**src/rtl/rf_port_arbiter_pkg.sv**
```systemverilog
// Shared types and constants for the register-file port arbiter.
package rf_pkg;

  localparam int REG_W      = 3;
  localparam int DATA_W_DEF = 16;

  typedef enum logic {
    ARB    = 1'b0,
    LOCKED = 1'b1
  } arb_state_t;

  function automatic int rr_next(input int idx, input int n);
    return (idx + 1) % n;
  endfunction

endpackage

```
**src/rtl/rf_port_arbiter_if.sv**
```systemverilog
// Requester-side bus of the register-file port arbiter (packed per-requester fields).
interface rf_port_arbiter_if
  import rf_pkg::*;
#(
  parameter int NUM_REQ = 3,
  parameter int DATA_W  = DATA_W_DEF
);
  logic [NUM_REQ-1:0]        req_valid;
  logic [NUM_REQ-1:0]        req_write;
  logic [NUM_REQ-1:0]        req_lock;
  logic [REG_W*NUM_REQ-1:0]  req_regA;
  logic [REG_W*NUM_REQ-1:0]  req_regB;
  logic [REG_W*NUM_REQ-1:0]  req_regW;
  logic [DATA_W*NUM_REQ-1:0] req_dataW;
  logic [NUM_REQ-1:0]        req_ready;
  logic [NUM_REQ-1:0]        rsp_valid;
  logic [DATA_W-1:0]         rsp_dataA;
  logic [DATA_W-1:0]         rsp_dataB;

  modport master (
    output req_valid, req_write, req_lock, req_regA, req_regB, req_regW, req_dataW,
    input  req_ready, rsp_valid, rsp_dataA, rsp_dataB
  );

  modport slave (
    input  req_valid, req_write, req_lock, req_regA, req_regB, req_regW, req_dataW,
    output req_ready, rsp_valid, rsp_dataA, rsp_dataB
  );
endinterface

```
**src/rtl/rf_port_arbiter_rr_pick.sv**
```systemverilog
// rr_pick: one-hot round-robin pick, searching upward from ptr with wrap-around.
module rr_pick #(
  parameter int N = 3
) (
  input  logic [N-1:0]         req,
  input  logic [$clog2(N)-1:0] ptr,
  output logic [N-1:0]         grant,
  output logic [$clog2(N)-1:0] idx,
  output logic                 any
);
  localparam int IW = $clog2(N);

  logic [IW-1:0] cand;

  // Scan from the farthest offset down so the nearest requester to ptr wins last.
  always_comb begin
    grant = '0;
    idx   = '0;
    any   = 1'b0;
    cand  = '0;
    for (int k = N - 1; k >= 0; k--) begin
      cand = IW'((int'(ptr) + k) % N);
      if (req[cand]) begin
        any = 1'b1;
        idx = cand;
      end
    end
    if (any) grant[idx] = 1'b1;
  end
endmodule

```
**src/rtl/rf_port_arbiter.sv**
```systemverilog
// rf_port_arbiter: shares one RF read port and one write port among NUM_REQ requesters.
// Define RF_BYPASS_EN to forward same-cycle write data into the read response.
module rf_port_arbiter
  import rf_pkg::*;
#(
  parameter int NUM_REQ = 3,
  parameter int DATA_W  = DATA_W_DEF
) (
  input  logic              CLK,
  input  logic              reset,
  rf_port_arbiter_if.slave  bus,
  output logic              RFwrite,
  output logic [REG_W-1:0]  regA,
  output logic [REG_W-1:0]  regB,
  output logic [REG_W-1:0]  regW,
  output logic [DATA_W-1:0] dataW,
  input  logic [DATA_W-1:0] dataA,
  input  logic [DATA_W-1:0] dataB
);
  localparam int IW = $clog2(NUM_REQ);

  arb_state_t         state_reg;
  logic [IW-1:0]      owner_reg;
  logic [IW-1:0]      rd_ptr_reg;
  logic [IW-1:0]      wr_ptr_reg;
  logic [NUM_REQ-1:0] rsp_pend_reg;
  logic               run_reg;

  logic [NUM_REQ-1:0] rd_req, wr_req, rd_grant, wr_grant;
  logic [IW-1:0]      rd_idx, wr_idx;
  logic               rd_any, wr_any;
  logic               resp_any;

  logic [REG_W-1:0]   rega_arr [NUM_REQ];
  logic [REG_W-1:0]   regb_arr [NUM_REQ];
  logic [REG_W-1:0]   regw_arr [NUM_REQ];
  logic [DATA_W-1:0]  dw_arr   [NUM_REQ];

  // run_reg clears asynchronously with reset, so no grant is issued while reset is high.
  generate
    for (genvar gi = 0; gi < NUM_REQ; gi++) begin : g_req
      logic eligible;
      assign eligible     = run_reg && bus.req_valid[gi] &&
                            ((state_reg == ARB) || (owner_reg == IW'(gi)));
      assign rd_req[gi]   = eligible && !bus.req_write[gi];
      assign wr_req[gi]   = eligible &&  bus.req_write[gi];
      assign rega_arr[gi] = bus.req_regA[gi*REG_W +: REG_W];
      assign regb_arr[gi] = bus.req_regB[gi*REG_W +: REG_W];
      assign regw_arr[gi] = bus.req_regW[gi*REG_W +: REG_W];
      assign dw_arr[gi]   = bus.req_dataW[gi*DATA_W +: DATA_W];
    end
  endgenerate

  rr_pick #(.N(NUM_REQ)) u_rd_pick (
    .req   (rd_req),
    .ptr   (rd_ptr_reg),
    .grant (rd_grant),
    .idx   (rd_idx),
    .any   (rd_any)
  );

  rr_pick #(.N(NUM_REQ)) u_wr_pick (
    .req   (wr_req),
    .ptr   (wr_ptr_reg),
    .grant (wr_grant),
    .idx   (wr_idx),
    .any   (wr_any)
  );

  assign bus.req_ready = rd_grant | wr_grant;

  assign regA    = rd_any ? rega_arr[rd_idx] : '0;
  assign regB    = rd_any ? regb_arr[rd_idx] : '0;
  assign RFwrite = wr_any;
  assign regW    = wr_any ? regw_arr[wr_idx] : '0;
  assign dataW   = wr_any ? dw_arr[wr_idx]   : '0;

  always_ff @(posedge CLK or posedge reset) begin
    if (reset) begin
      state_reg    <= ARB;
      owner_reg    <= '0;
      rd_ptr_reg   <= '0;
      wr_ptr_reg   <= '0;
      rsp_pend_reg <= '0;
      run_reg      <= 1'b0;
    end else begin
      run_reg      <= 1'b1;
      rsp_pend_reg <= rd_grant;
      if (rd_any) rd_ptr_reg <= IW'(rr_next(int'(rd_idx), NUM_REQ));
      if (wr_any) wr_ptr_reg <= IW'(rr_next(int'(wr_idx), NUM_REQ));
      case (state_reg)
        ARB: begin
          if (rd_any && bus.req_lock[rd_idx]) begin
            state_reg <= LOCKED;
            owner_reg <= rd_idx;
          end
        end
        LOCKED: begin
          if (wr_any && (wr_idx == owner_reg) && !bus.req_lock[wr_idx])
            state_reg <= ARB;
        end
      endcase
    end
  end

  assign resp_any      = |rsp_pend_reg;
  assign bus.rsp_valid = rsp_pend_reg;

`ifdef RF_BYPASS_EN
  logic              byp_a_reg;
  logic              byp_b_reg;
  logic [DATA_W-1:0] byp_data_reg;

  // The RF returns pre-write data on a collision; remember the write to patch the response.
  always_ff @(posedge CLK or posedge reset) begin
    if (reset) begin
      byp_a_reg    <= 1'b0;
      byp_b_reg    <= 1'b0;
      byp_data_reg <= '0;
    end else begin
      byp_a_reg    <= rd_any && wr_any && (regA == regW);
      byp_b_reg    <= rd_any && wr_any && (regB == regW);
      byp_data_reg <= dataW;
    end
  end

  assign bus.rsp_dataA = !resp_any ? '0 : (byp_a_reg ? byp_data_reg : dataA);
  assign bus.rsp_dataB = !resp_any ? '0 : (byp_b_reg ? byp_data_reg : dataB);
`else
  assign bus.rsp_dataA = resp_any ? dataA : '0;
  assign bus.rsp_dataB = resp_any ? dataB : '0;
`endif

endmodule

```
**src/flat_wrapper.sv**
```systemverilog
// flat-port wrapper written by rule: the top's interface ports become plain ports
module rf_port_arbiter_flat import rf_pkg::*;
#(
  parameter int NUM_REQ = 3,
  parameter int DATA_W  = DATA_W_DEF
)
  (CLK, reset, RFwrite, regA, regB, regW, dataW, dataA, dataB, bus_req_valid, bus_req_write, bus_req_lock, bus_req_regA, bus_req_regB, bus_req_regW, bus_req_dataW, bus_req_ready, bus_rsp_valid, bus_rsp_dataA, bus_rsp_dataB);
  rf_port_arbiter_if #(.NUM_REQ(NUM_REQ), .DATA_W(DATA_W)) bus_i ();
  input  logic CLK;
  input  logic reset;
  output logic RFwrite;
  output logic [REG_W-1:0] regA;
  output logic [REG_W-1:0] regB;
  output logic [REG_W-1:0] regW;
  output logic [DATA_W-1:0] dataW;
  input  logic [DATA_W-1:0] dataA;
  input  logic [DATA_W-1:0] dataB;
  input wire logic [$bits(bus_i.req_valid)-1:0] bus_req_valid;
  input wire logic [$bits(bus_i.req_write)-1:0] bus_req_write;
  input wire logic [$bits(bus_i.req_lock)-1:0] bus_req_lock;
  input wire logic [$bits(bus_i.req_regA)-1:0] bus_req_regA;
  input wire logic [$bits(bus_i.req_regB)-1:0] bus_req_regB;
  input wire logic [$bits(bus_i.req_regW)-1:0] bus_req_regW;
  input wire logic [$bits(bus_i.req_dataW)-1:0] bus_req_dataW;
  output wire logic [$bits(bus_i.req_ready)-1:0] bus_req_ready;
  output wire logic [$bits(bus_i.rsp_valid)-1:0] bus_rsp_valid;
  output wire logic [$bits(bus_i.rsp_dataA)-1:0] bus_rsp_dataA;
  output wire logic [$bits(bus_i.rsp_dataB)-1:0] bus_rsp_dataB;
  assign bus_i.req_valid = bus_req_valid;
  assign bus_i.req_write = bus_req_write;
  assign bus_i.req_lock = bus_req_lock;
  assign bus_i.req_regA = bus_req_regA;
  assign bus_i.req_regB = bus_req_regB;
  assign bus_i.req_regW = bus_req_regW;
  assign bus_i.req_dataW = bus_req_dataW;
  assign bus_req_ready = bus_i.req_ready;
  assign bus_rsp_valid = bus_i.rsp_valid;
  assign bus_rsp_dataA = bus_i.rsp_dataA;
  assign bus_rsp_dataB = bus_i.rsp_dataB;
  rf_port_arbiter #(.NUM_REQ(NUM_REQ), .DATA_W(DATA_W)) u_core (.CLK(CLK), .reset(reset), .bus(bus_i), .RFwrite(RFwrite), .regA(regA), .regB(regB), .regW(regW), .dataW(dataW), .dataA(dataA), .dataB(dataB));
endmodule
```
**config.mk**
```make
export PLATFORM = sky130hd
export DESIGN_NAME = rf_port_arbiter_flat
export DESIGN_NICKNAME = d
export VERILOG_FILES = /design/src/rtl/rf_port_arbiter_pkg.sv /design/src/rtl/rf_port_arbiter_if.sv /design/src/rtl/rf_port_arbiter_rr_pick.sv /design/src/rtl/rf_port_arbiter.sv /design/src/flat_wrapper.sv
export SDC_FILE = /design/constraint.sdc
export NUM_CORES = 1
export LEC_CHECK = 0
export ABC_CLOCK_PERIOD_IN_PS = 4250
export BUFFER_PORTS_ARGS = -buffer_cell sky130_fd_sc_hd__buf_4
export CAP_MARGIN = 40
export CELL_PAD_IN_SITES_DETAIL_PLACEMENT = 0
export CELL_PAD_IN_SITES_GLOBAL_PLACEMENT = 1
export CORE_ASPECT_RATIO = 1.25
export CORE_MARGIN = 2
export CORE_UTILIZATION = 26
export DETAILED_ROUTE_END_ITERATION = 16
export PLACE_DENSITY_LB_ADDON = 0.12
export SYNTH_ARGS = -nofsm -noshare
export SYNTH_HDL_FRONTEND = slang
export SYNTH_HIERARCHICAL = 1
export SYNTH_SLANG_ARGS = --single-unit
```
**constraint.sdc**
```tcl
create_clock -name CLK -period 4.25 [get_ports CLK]
set_input_delay 0.425 -clock CLK [delete_from_list [all_inputs] [get_ports CLK]]
set_output_delay 0.425 -clock CLK [all_outputs]
set_load 0.1 [all_outputs]
```
==> results of run 1 <==
## how the worst max path moves through the flow
stage	from	to	slack, ns	cells past startpoint
floorplan	u_core/owner_reg[1]	dataW[10]	1.06	13
global placement	u_core/owner_reg[1]	regW[1]	0.99	11
detailed placement	u_core/owner_reg[1]	dataW[12]	0.96	12
CTS	u_core/owner_reg[1]	dataW[1]	0.68	12
global route	u_core/owner_reg[1]	dataW[2]	0.41	12
finish	u_core/owner_reg[1]	regW[0]	0.72	12
## power by group through the flow
| stage | combinational [uW] | clock (uW) | sequential (uW) |
|---|---|---|---|
| global placement | 2510 | 0 | 175 |
| CTS | 2520 | 112 | 176 |
| finish | 2500 | 107 | 175 |
| floorplan | 1990 | 0 | 215 |
| global route | 2610 | 117 | 183 |
| detailed placement | 2510 | 0 | 177 |
## routing by layer
| layer | vias up | routed length, um |
|---|---|---|
| li1 | 1271 | - |
| met2 | 112 | 3620 |
| met4 | 0 | 48 |
| met3 | 5 | 766 |
| met5 | - | 0 |
| met1 | 1052 | 2470 |
## layout make-up
type,instances,share of cell area
multi-input cells,231,0.445
inverters,17,0.0185
repair buffers,186,0.410
clock buffers,3,0.0120
clock inverters,1,0.00145
flip-flops and latches,11,0.0797
well taps,92,0.0333
## Yosys cell counts (7+ instances only)
cell type,n
and2_1,26
buf_6,7
dfrtp_1,11
ha_1,8
inv_1,16
mux2i_1,28
nand2_1,36
nor2_1,11
nor2b_1,37
o21ai_0,22
o21ai_1,12
## through the flow
step                power [uW]  instances  hold slack [ns]  utilization
floorplan                 2200        277            0.277            -
global placement          2680        536            0.465        0.454
detailed placement        2690        537            0.477        0.458
CTS                       2810        541            0.210        0.464
global route              2910        541            0.230        0.464
finish                    2780        541            0.193        0.464
## cells by family after synthesis
| family | Yosys count | share of synthesized area |
|---|---|---|
| AO/OA/AOI/OAI | 56 | 0.171 |
| adder cells (fa/ha/maj) | 8 | 0.0499 |
| buffers and inverters | 35 | 0.105 |
| flip-flops | 11 | 0.137 |
| multiplexers | 33 | 0.168 |
| other | 1 | 0.00187 |
| AND/OR/NAND/NOR | 133 | 0.367 |
## worst max-delay path, stage by stage (launching register included)
cell and delay [ns]:
dfrtp_1 0.41, o21ai_0 0.17, nand3_1 0.11, nor2_1 0.25, nand2b_4 0.10, a222oi_1 0.48, nor2_4 0.17, buf_16 0.21
nor2b_4 0.36, nand2_1 0.09, o21ai_0 0.08, and2_1 0.15, buf_4 0.28
==> results.md, run 1 <==
* Die area at 8440 um^2
* Static leakage at 0.00169 uW
* Core outline area at 7440 um^2
* Sinks on the clock net at 11
* Horiz. Die Dim at 82.6 um
* Status: finished clean
* Via count of the first global-routing pass at 2202
* Count of endpoints failing setup in the final report at 0
* Post-detailed-routing wire length at 6900 um
* DR pass1 iterations at 6
* GR Layer Usage met1 at 0.165
* Global route hottest layer: met2
* Clock transition at the registers of the reported paths at 0.06 ns
* Starting density of the core at 0.269
* Die height at 102 um
* Area used by multi-input combinational logic at 1540 um^2
* Hold-fix buffer count after cts at 0
* Number of synthesis warnings at 6
* Cell type with the largest total area after synthesis: mux2i_1
* Post-CTS Setup Inserts at 0
* CTS root buf: clkbuf_8
* Actual transition at the worst max-transition pin at 0.519 ns
* Drt wl/cell at 12.8 um
* Number of synthesized register bits at 11
* Max reg flops at 3
* Layout filler cell count at 780
* Highest ir drop seen on vdd at 579 uV
* Reg-to-reg endpoint: u_core/wr_ptr_reg[0]
* Mean instance size in the synthesized netlist at 7.24 um^2
* Category of the critical setup timing path: reg -> out
* Initial antenna violation count at 0
* Largest buffer count on any clock path at 2
* Cell Area, Synth at 2010 um^2
* Unrepaired setup endpoints after global routing: no
* Largest clock skew in the final design at 0.00926 ns
* DRC violation count after routing at 0
* Standard-cell rows at 35
* Number of cells traversed by the worst register-to-register path at 9
* Final RePlAce weighted congestion at 0.844
* Met3 Resource Use GR at 0.0309
* Proportion of power drawn by combinational gates at 0.899
* Worst setup EP type: output pin
* Number of top-level pins at 182
* Syn_nets at 403
* Final period util at 0.830
* Register-to-register path setup slack at 1.68 ns
* Top library cells by usage in the layout, fill and taps aside: buf_4 (185), nor2b_1 (37), nand2_1 (36), mux2i_1 (28), and2_1 (26)
* CP max FO at 21
* Worst r2r src: u_core/owner_reg[1]
* Layout cell share with drive strength beyond 1 at 0.470
* Global route total overflow at 0
* Leading register cell type out of synthesis: dfrtp_1
* Data arrival, critical path at 3.10 ns
* Number of hold violations in the final report at 0
* Total half-perimeter wirelength after legalization and detailed placement at 5700 um
* Sequential standard cell area at 275 um^2
* Placed standard-cell area at 3410 um^2
* Setup WS post-layout at 0.720 ns
* Count of buffers inserted at the top-level ports at 181
* Switching fraction of total power at 0.713
* Detailed router's first-iteration violation count at 43
* Maximum number of pins on one net before global-route repair at 31
* Internal at 798 uW
* Data required, critical path at 3.83 ns
* Synth top area share at 0.140
* Clock share of power at 0.038
* PwrDens at 806 nW/um^2
* Share of async-settable or async-resettable flops after synthesis at 1.00
* Resized cells post-CTS at 0
* TritonCTS clock tree: built
* Worst-Skew Late Latency at 0.24 ns
* Startpoint type of the worst setup path: flop
* Total Negative Setup Slacks at 0 ns
* Vias after detailed routing at 2440
* Max-cap violations at 0
* Gate count after technology mapping at 277
* Total non-filler cell area in the finished layout at 3450 um^2
* Setup Slack @ Placement at 0.960 ns
* Routed via count divided by cell count at 4.51
* Achievable clock frequency at 0.283 GHz
* Count of H-tree levels built during CTS at 1
* Number of synthesized flops with an enable pin at 0
* Relative slew margins at 0.654
* Count of distinct cell types in the synthesized netlist at 44
* GR Util All Layers at 0.148
* Fin nets at 576
* Sw Pwr at 1990 uW
* CTS buffer count at 3
* Most common library cell in the layout ignoring fill and taps: buf_4
* First-pass GRT wire length at 10000 um
* Sequential power share at 0.063
* Sequential area share after synthesis at 0.137
* Max-slew violations at 0
* Signed area change from the synthesized netlist to the final layout at 72.2%
* Minimum period implied by the final worst setup slack at 3.53 ns
* Largest cells by area after synthesis: mux2i_1 (14%), dfrtp_1 (14%), nor2b_1 (12%)
* Number of diodes at 0
* Type of the most critical hold path: in -> async
* Met2 layer usage reported by global route at 0.282
* Number of routed nets with antenna violations at 0
(Power assumes the default switching activity.)
==> run 2: changes to the inputs <==
--- a/config.mk
+++ b/config.mk
@@ -5,14 +5,15 @@
 export SDC_FILE = /design/constraint.sdc
 export NUM_CORES = 1
 export LEC_CHECK = 0
-export ABC_CLOCK_PERIOD_IN_PS = 4250
+export ABC_AREA = 1
+export ABC_CLOCK_PERIOD_IN_PS = 3200
 export BUFFER_PORTS_ARGS = -buffer_cell sky130_fd_sc_hd__buf_4
 export CAP_MARGIN = 40
 export CELL_PAD_IN_SITES_DETAIL_PLACEMENT = 0
 export CELL_PAD_IN_SITES_GLOBAL_PLACEMENT = 1
 export CORE_ASPECT_RATIO = 1.25
 export CORE_MARGIN = 2
-export CORE_UTILIZATION = 26
+export CORE_UTILIZATION = 20
 export DETAILED_ROUTE_END_ITERATION = 16
 export PLACE_DENSITY_LB_ADDON = 0.12
 export SYNTH_ARGS = -nofsm -noshare
==> constraint.sdc (replaced) <==
create_clock -name CLK -period 3.2 [get_ports CLK]
set_input_delay 0.32 -clock CLK [delete_from_list [all_inputs] [get_ports CLK]]
set_output_delay 0.32 -clock CLK [all_outputs]
set_load 0.1 [all_outputs]
==> run 2 against run 1 <==
  * First-iteration DRC count increased by 70%
  * Final cell count grew 27%
  * Global-route usage fell by 1.0 points
  * Count of clock-buffer cells in the layout rose by 1
  * Worst hold slack lost 0.093 ns
  * Cell area grew 15%
  * Utilization is 4.7 points lower
  * Critical path depth up 6
  * Via count rose by 17%
  * Sequential share of layout area shrank 1.0 points
  * Critical path type unchanged
  * Largest cell class is now non-clock buffers
==> results.md, run 2 <==
* Status: finished clean
* Unrepaired setup endpoints after global routing: no
* Number of synthesized register bits at 11 (unchanged)
* First-pass GRT wire length at 12000 um (+20%)
* Data arrival, critical path at 2.63 ns (-0.47 ns)
* Final period util at 0.923
* Syn_nets at 503 (+25%)
* CTS root buf: clkbuf_16
* Core outline area at 9510 um^2 (+28%)
* Data required, critical path at 2.88 ns (-0.95 ns)
* Max reg flops at 3 (unchanged)
* Achievable clock frequency at 0.339 GHz
* DRC violation count after routing at 0 (unchanged)
* Vias after detailed routing at 2843 (+17%)
* Cell Area, Synth at 1930 um^2 (-3.9%)
* Count of H-tree levels built during CTS at 1 (unchanged)
* Fin nets at 687 (+19%)
* Leading register cell type out of synthesis: dfrtp_1
* Horiz. Die Dim at 91.8 um (+11%)
* Layout filler cell count at 1022 (+31%)
* CP max FO at 9 (-57%)
* Gate count after technology mapping at 377 (+36%)
* Startpoint type of the worst setup path: flop
* Synth top area share at 0.189 (+0.0491)
* Number of synthesized flops with an enable pin at 0 (unchanged)
* Routed via count divided by cell count at 4.14 (-8.1%)
* Layout cell share with drive strength beyond 1 at 0.459 (-0.0110)
* CTS buffer count at 3 (unchanged)
* Drt wl/cell at 11.4 um (-10%)
* Die area at 10400 um^2 (+24%)
* Total Negative Setup Slacks at 0 ns (unchanged)
* Type of the most critical hold path: in -> async
* Global route total overflow at 0 (unchanged)
* Cell type with the largest total area after synthesis: nor2_1
* Starting density of the core at 0.203 (-0.0666)
* Maximum number of pins on one net before global-route repair at 23 (-26%)
* Number of hold violations in the final report at 0 (unchanged)
* Largest buffer count on any clock path at 2 (unchanged)
* Max-slew violations at 0 (unchanged)
* Sequential area share after synthesis at 0.143 (+0.00552)
* Initial antenna violation count at 0 (unchanged)
* Total half-perimeter wirelength after legalization and detailed placement at 6590 um (+16%)
* GR Util All Layers at 0.138 (-0.0102)
* Count of buffers inserted at the top-level ports at 181 (unchanged)
* Area used by multi-input combinational logic at 1560 um^2 (+1.5%)
* Number of top-level pins at 182 (unchanged)
* DR pass1 iterations at 4 (-2)
* Share of async-settable or async-resettable flops after synthesis at 1.00 (unchanged)
* Die height at 114 um (+11%)
* Number of synthesis warnings at 6 (unchanged)
* Max-cap violations at 0 (unchanged)
* Most used standard cell by instance count after synthesis: nor2_1
* Post-detailed-routing wire length at 7840 um (+14%)
* Top library cells by usage in the layout, fill and taps aside: buf_4 (165), nor2_1 (94), nand2_1 (76), inv_1 (59), o21ai_0 (33)
* Number of routed nets with antenna violations at 0 (unchanged)
* Sequential standard cell area at 275 um^2 (unchanged)
* Category of the critical setup timing path: reg -> out
* Standard-cell rows at 40 (+14%)
* Count of distinct cell types in the synthesized netlist at 26 (-41%)
* TritonCTS clock tree: built
* Sinks on the clock net at 11 (unchanged)
* Worst-Skew Late Latency at 0.24 ns (about the same)
* Minimum period implied by the final worst setup slack at 2.95 ns
* Count of endpoints failing setup in the final report at 0 (unchanged)
* Clock transition at the registers of the reported paths at 0.04 ns (-0.02 ns)
* Largest clock skew in the final design at 0.00112 ns (-0.00814 ns)
* Final RePlAce weighted congestion at 0.765 (-9.4%)
* Via count of the first global-routing pass at 2572 (+17%)
* Commonest cells in the synthesized netlist: nor2_1 (97), nand2_1 (77), inv_1 (62), o21ai_0 (34), a21oi_1 (25)
* Largest cells by area after synthesis: nor2_1 (19%), nand2_1 (15%), dfrtp_1 (14%)
* Worst setup EP type: output pin
* Signed area change from the synthesized netlist to the final layout at 106%
* Most common library cell in the layout ignoring fill and taps: buf_4
* Mean instance size in the synthesized netlist at 5.11 um^2 (-29%)
* Detailed router's first-iteration violation count at 73 (+70%)
* Number of diodes at 0 (unchanged)
## run 2: cell types whose count changed in the layout (fill, tap and decap cells not counted), moves of 19 or more
cell	change
mux2i_1	-28
nor2b_1	-37
inv_1	+43
buf_4	-20
a21oi_4	+19
nand2_1	+40
and2_1	-26
nor2_1	+84
## run 2: cell type report
| type | instances | area share |
|---|---|---|
| Tap cell | 126 | 0.0398 |
| Sequential cell | 11 | 0.0694 |
| Multi-Input combinational cell | 280 | 0.394 |
| Inverter | 72 | 0.0704 |
| Timing Repair Buffer | 193 | 0.407 |
| Clock buffer | 4 | 0.0199 |
## run 2: worst paths after layout
kind,startpoint,endpoint,slack [ns],depth (start not counted)
worst max-delay path,u_core/owner_reg[1],regA[0],0.25,18
worst min-delay path,reset,u_core/rd_ptr_reg[0],0.10,2
worst max register to register,u_core/owner_reg[1],u_core/owner_reg[0],0.69,21
worst min register to register,u_core/rd_ptr_reg[0],u_core/rd_ptr_reg[0],0.51,2
max in group asynchronous,reset,u_core/wr_ptr_reg[0],2.78,2
min in group CLK,bus_req_lock[2],u_core/state_reg,0.49,5
## run 2: kinds of logic after synthesis
group,Yosys count,share of synthesized area
AO/OA/AOI/OAI,63,0.165
other,1,0.00194
AND/OR/NAND/NOR,208,0.455
flip-flops,11,0.143
buffers and inverters,86,0.184
adder cells (fa/ha/maj),8,0.0519
## run 2: stage by stage
step / cell area [um^2] / cells / hold WS, ns / setup WS [ns] / utilization
after floorplan: 2170 / 377 / 0.172 / 0.0533 / -
after global placement: 3670 / 676 / 0.357 / 0.259 / 0.386
after detailed placement: 3690 / 677 / 0.366 / 0.258 / 0.388
after CTS: 3770 / 681 / 0.113 / 0.00694 / 0.396
after global routing: 3960 / 686 / 0.132 / 0.0224 / 0.417
final: 3960 / 686 / 0.100 / 0.247 / 0.417
## run 2: timing repair
item,CTS,global route
setup endpoints to repair,1,25
hold buffers,0,0
pin swaps,0,2
gates resized for setup,1,44
cloned,0,0
buffers inserted,0,5
## run 2: critical path, stage by stage, from the launching register on
cell        delay (ns)
dfrtp_1           0.39
inv_1             0.12
nand2_1           0.06
nand2_1           0.08
nand3_2           0.11
nor2_2            0.17
inv_1             0.07
nand2_1           0.07
nand3_2           0.10
nand2_2           0.10
nand2_1           0.07
nand2_2           0.12
clkinvlp_4        0.17
clkinv_4          0.11
nand2_1           0.06
inv_2             0.11
nand2_1           0.08
a21oi_2           0.15
buf_6             0.24
## run 2: routing by layer
layer / up-vias / wire, um / track usage
met4: 0 / 108 / 0.0219
met2: 115 / 4150 / 0.271
li1: 1503 / - / -
met5: - / 0 / 0
met3: 8 / 607 / 0.0310
met1: 1217 / 2980 / 0.153
Power of run 2 is not shown: default switching activity piles up to over one toggle a cycle in this logic, so the estimate is an artifact.
==> run 3: changes to the inputs <==
--- a/config.mk
+++ b/config.mk
@@ -11,7 +11,7 @@
 export CAP_MARGIN = 40
 export CELL_PAD_IN_SITES_DETAIL_PLACEMENT = 0
 export CELL_PAD_IN_SITES_GLOBAL_PLACEMENT = 1
-export CORE_ASPECT_RATIO = 1.25
+export CORE_ASPECT_RATIO = 0.5
 export CORE_MARGIN = 2
 export CORE_UTILIZATION = 20
 export DETAILED_ROUTE_END_ITERATION = 16
==> run 3 against run 2 <==
  * Via count up 0.32%
  * Sequential share of layout area is 0.48 points lower
  * Final cell count rose by 3.1%
  * Cell area rose by 8.0%
  * Sequential cell count unchanged
  * Worst hold slack improved by 0.0043 ns
  * Non-clock buffer count increased by 12
  * Fmax is 2.6% lower
  * First-iteration DRC count fell by 5.5%
  * Critical path type unchanged
  * Critical endpoint is now dataW[13]
  * Highest routed layer unchanged
==> results.md, run 3 (same netlist as run 2, synthesis figures left out) <==
* Status: finished clean
* Die area at 10500 um^2 (+0.41%)
* Largest buffer count on any clock path at 2 (unchanged)
* Type of the most critical hold path: in -> async
* Final period util at 0.947 (+0.0244)
* Startpoint type of the worst setup path: flop
* Via count of the first global-routing pass at 2550 (-0.86%)
* Maximum number of pins on one net before global-route repair at 33 (+43%)
* Max-cap violations at 0 (unchanged)
* Number of hold violations in the final report at 0 (unchanged)
* Routed via count divided by cell count at 4.03 (-2.7%)
* CTS buffer count at 3 (unchanged)
* Achievable clock frequency at 0.330 GHz (-2.6%)
* Sinks on the clock net at 11 (unchanged)
* Initial antenna violation count at 0 (unchanged)
* Die height at 73.4 um (-35%)
* Standard-cell rows at 25 (-38%)
* Number of top-level pins at 182 (unchanged)
* Top library cells by usage in the layout, fill and taps aside: buf_4 (172), nor2_1 (93), nand2_1 (76), inv_1 (58)
* Data arrival, critical path at 2.71 ns (+0.08 ns)
* Number of routed nets with antenna violations at 0 (unchanged)
* Final RePlAce weighted congestion at 0.799 (+4.5%)
* Setup WS post-layout at 0.169 ns (-0.0780 ns)
* Count of H-tree levels built during CTS at 1 (unchanged)
* Relative slew margins at 0.665
* Drt wl/cell at 12.2 um (+6.7%)
* Starting density of the core at 0.205 (+0.00202)
* Worst-Skew Late Latency at 0.23 ns (about the same)
* Layout filler cell count at 1009 (-1.3%)
* Layout cell share with drive strength beyond 1 at 0.484 (+0.0253)
* Category of the critical setup timing path: reg -> out
* Data required, critical path at 2.88 ns (about the same)
* Total non-filler cell area in the finished layout at 4280 um^2 (+8.0%)
* GR Util All Layers at 0.145 (+0.00689)
* CP max FO at 7 (-2)
* Worst setup EP type: output pin
* DR pass1 iterations at 4 (unchanged)
* Signed area change from the synthesized netlist to the final layout at 122%
* Count of buffers inserted at the top-level ports at 181 (unchanged)
* Vias after detailed routing at 2852 (+0.32%)
* Most common library cell in the layout ignoring fill and taps: buf_4
* Max-slew violations at 0 (unchanged)
* Clock transition at the registers of the reported paths at 0.04 ns (about the same)
* Total Negative Setup Slacks at 0 ns (unchanged)
* Hold-fix buffer count after cts at 0 (unchanged)
* Placed standard-cell area at 3680 um^2 (about the same)
* CTS root buf: clkbuf_16
* Largest clock skew in the final design at 0.000377 ns (-0.000747 ns)
* Setup Slack @ Placement at 0.284 ns (+0.0255 ns)
* Actual transition at the worst max-transition pin at 0.502 ns
* Count of endpoints failing setup in the final report at 0 (unchanged)
* Number of diodes at 0 (unchanged)
* Post-detailed-routing wire length at 8620 um (+10%)
* Core outline area at 9420 um^2 (-0.99%)
* Fin nets at 699 (+1.7%)
* TritonCTS clock tree: built
* Global route total overflow at 0 (unchanged)
* DRC violation count after routing at 0 (unchanged)
* Minimum period implied by the final worst setup slack at 3.03 ns (+0.0780 ns)
* Total half-perimeter wirelength after legalization and detailed placement at 6890 um (+4.5%)
* Horiz. Die Dim at 143 um (+56%)
* First-pass GRT wire length at 12100 um (+0.40%)
* Detailed router's first-iteration violation count at 69 (-5.5%)
* Max reg flops at 3 (unchanged)
[run 3: cell types whose count changed in the layout (fill, tap and decap cells not counted), moves of 3 or more]
cell       change
buf_12        +14
o21ai_0       -19
buf_8          -3
clkbuf_16      +4
o21ai_2        +4
buf_4          +7
o21ai_1       +15
buf_6         -10
[run 3: area by class of cell]
| type | count | area (um^2) | share of cell area |
|---|---|---|---|
| timing repair buffer | 205 | 1890 | 0.441 |
| multi-input combinational | 280 | 1580 | 0.370 |
| inverter | 72 | 285 | 0.0666 |
| sequential | 11 | 277 | 0.0646 |
| tap | 135 | 169 | 0.0395 |
| clock buffer | 4 | 78.8 | 0.0184 |
[run 3: worst paths after layout]
kind                                      start                    to  cells past startpoint  slack (ns)
max reg2reg                 u_core/owner_reg[0]   u_core/owner_reg[1]                     18        0.81
max in group asynchronous                 reset   u_core/owner_reg[0]                      2        2.74
max                         u_core/owner_reg[1]             dataW[13]                     17        0.17
min                                       reset  u_core/rd_ptr_reg[0]                      2        0.10
min in group CLK                bus_req_lock[2]      u_core/state_reg                      5        0.49
min reg2reg                u_core/rd_ptr_reg[0]  u_core/rd_ptr_reg[0]                      2        0.51
[run 3: routing by layer]
metal | routed length [um] | GRT usage | vias to the layer above
met5 | 0 | 0 | -
met4 | 30 | 0.0132 | 0
met3 | 500 | 0.0215 | 4
met2 | 4370 | 0.282 | 82
met1 | 3720 | 0.178 | 1234
li1 | - | - | 1532
[run 3: through the flow]
stage           util  hold slack, ns  std cells
4_1_cts        0.400           0.109        690
5_1_grt        0.455           0.127        707
3_3_place_gp   0.391           0.356        686
3_5_place_dp   0.391           0.360        686
6_report       0.455           0.105        707
2_1_floorplan      -           0.172        377
[run 3: worst max-delay path, cell delays in order, from the launching register on]
cell and delay, ns:
dfrtp_1 0.39, inv_2 0.07, nand2_1 0.04, nand2_1 0.07, nand3_2 0.10, nor2_4 0.15
inv_1 0.06, nand2_1 0.07, nand3_1 0.09, nand3b_1 0.09, nand2_1 0.07, nand2_2 0.10
clkinvlp_4 0.24, nor2_4 0.28, clkbuf_16 0.20, nand2_1 0.08, a21oi_4 0.18, buf_12 0.19
[run 3: what timing repair did]
item / in CTS / in global routing
hold endpoints to repair: 0 / 0
setup endpoints to repair: 0 / 25
gates resized for setup: 0 / 99
setup buffers: 0 / 12
Power of run 3 is left out for the same reason.
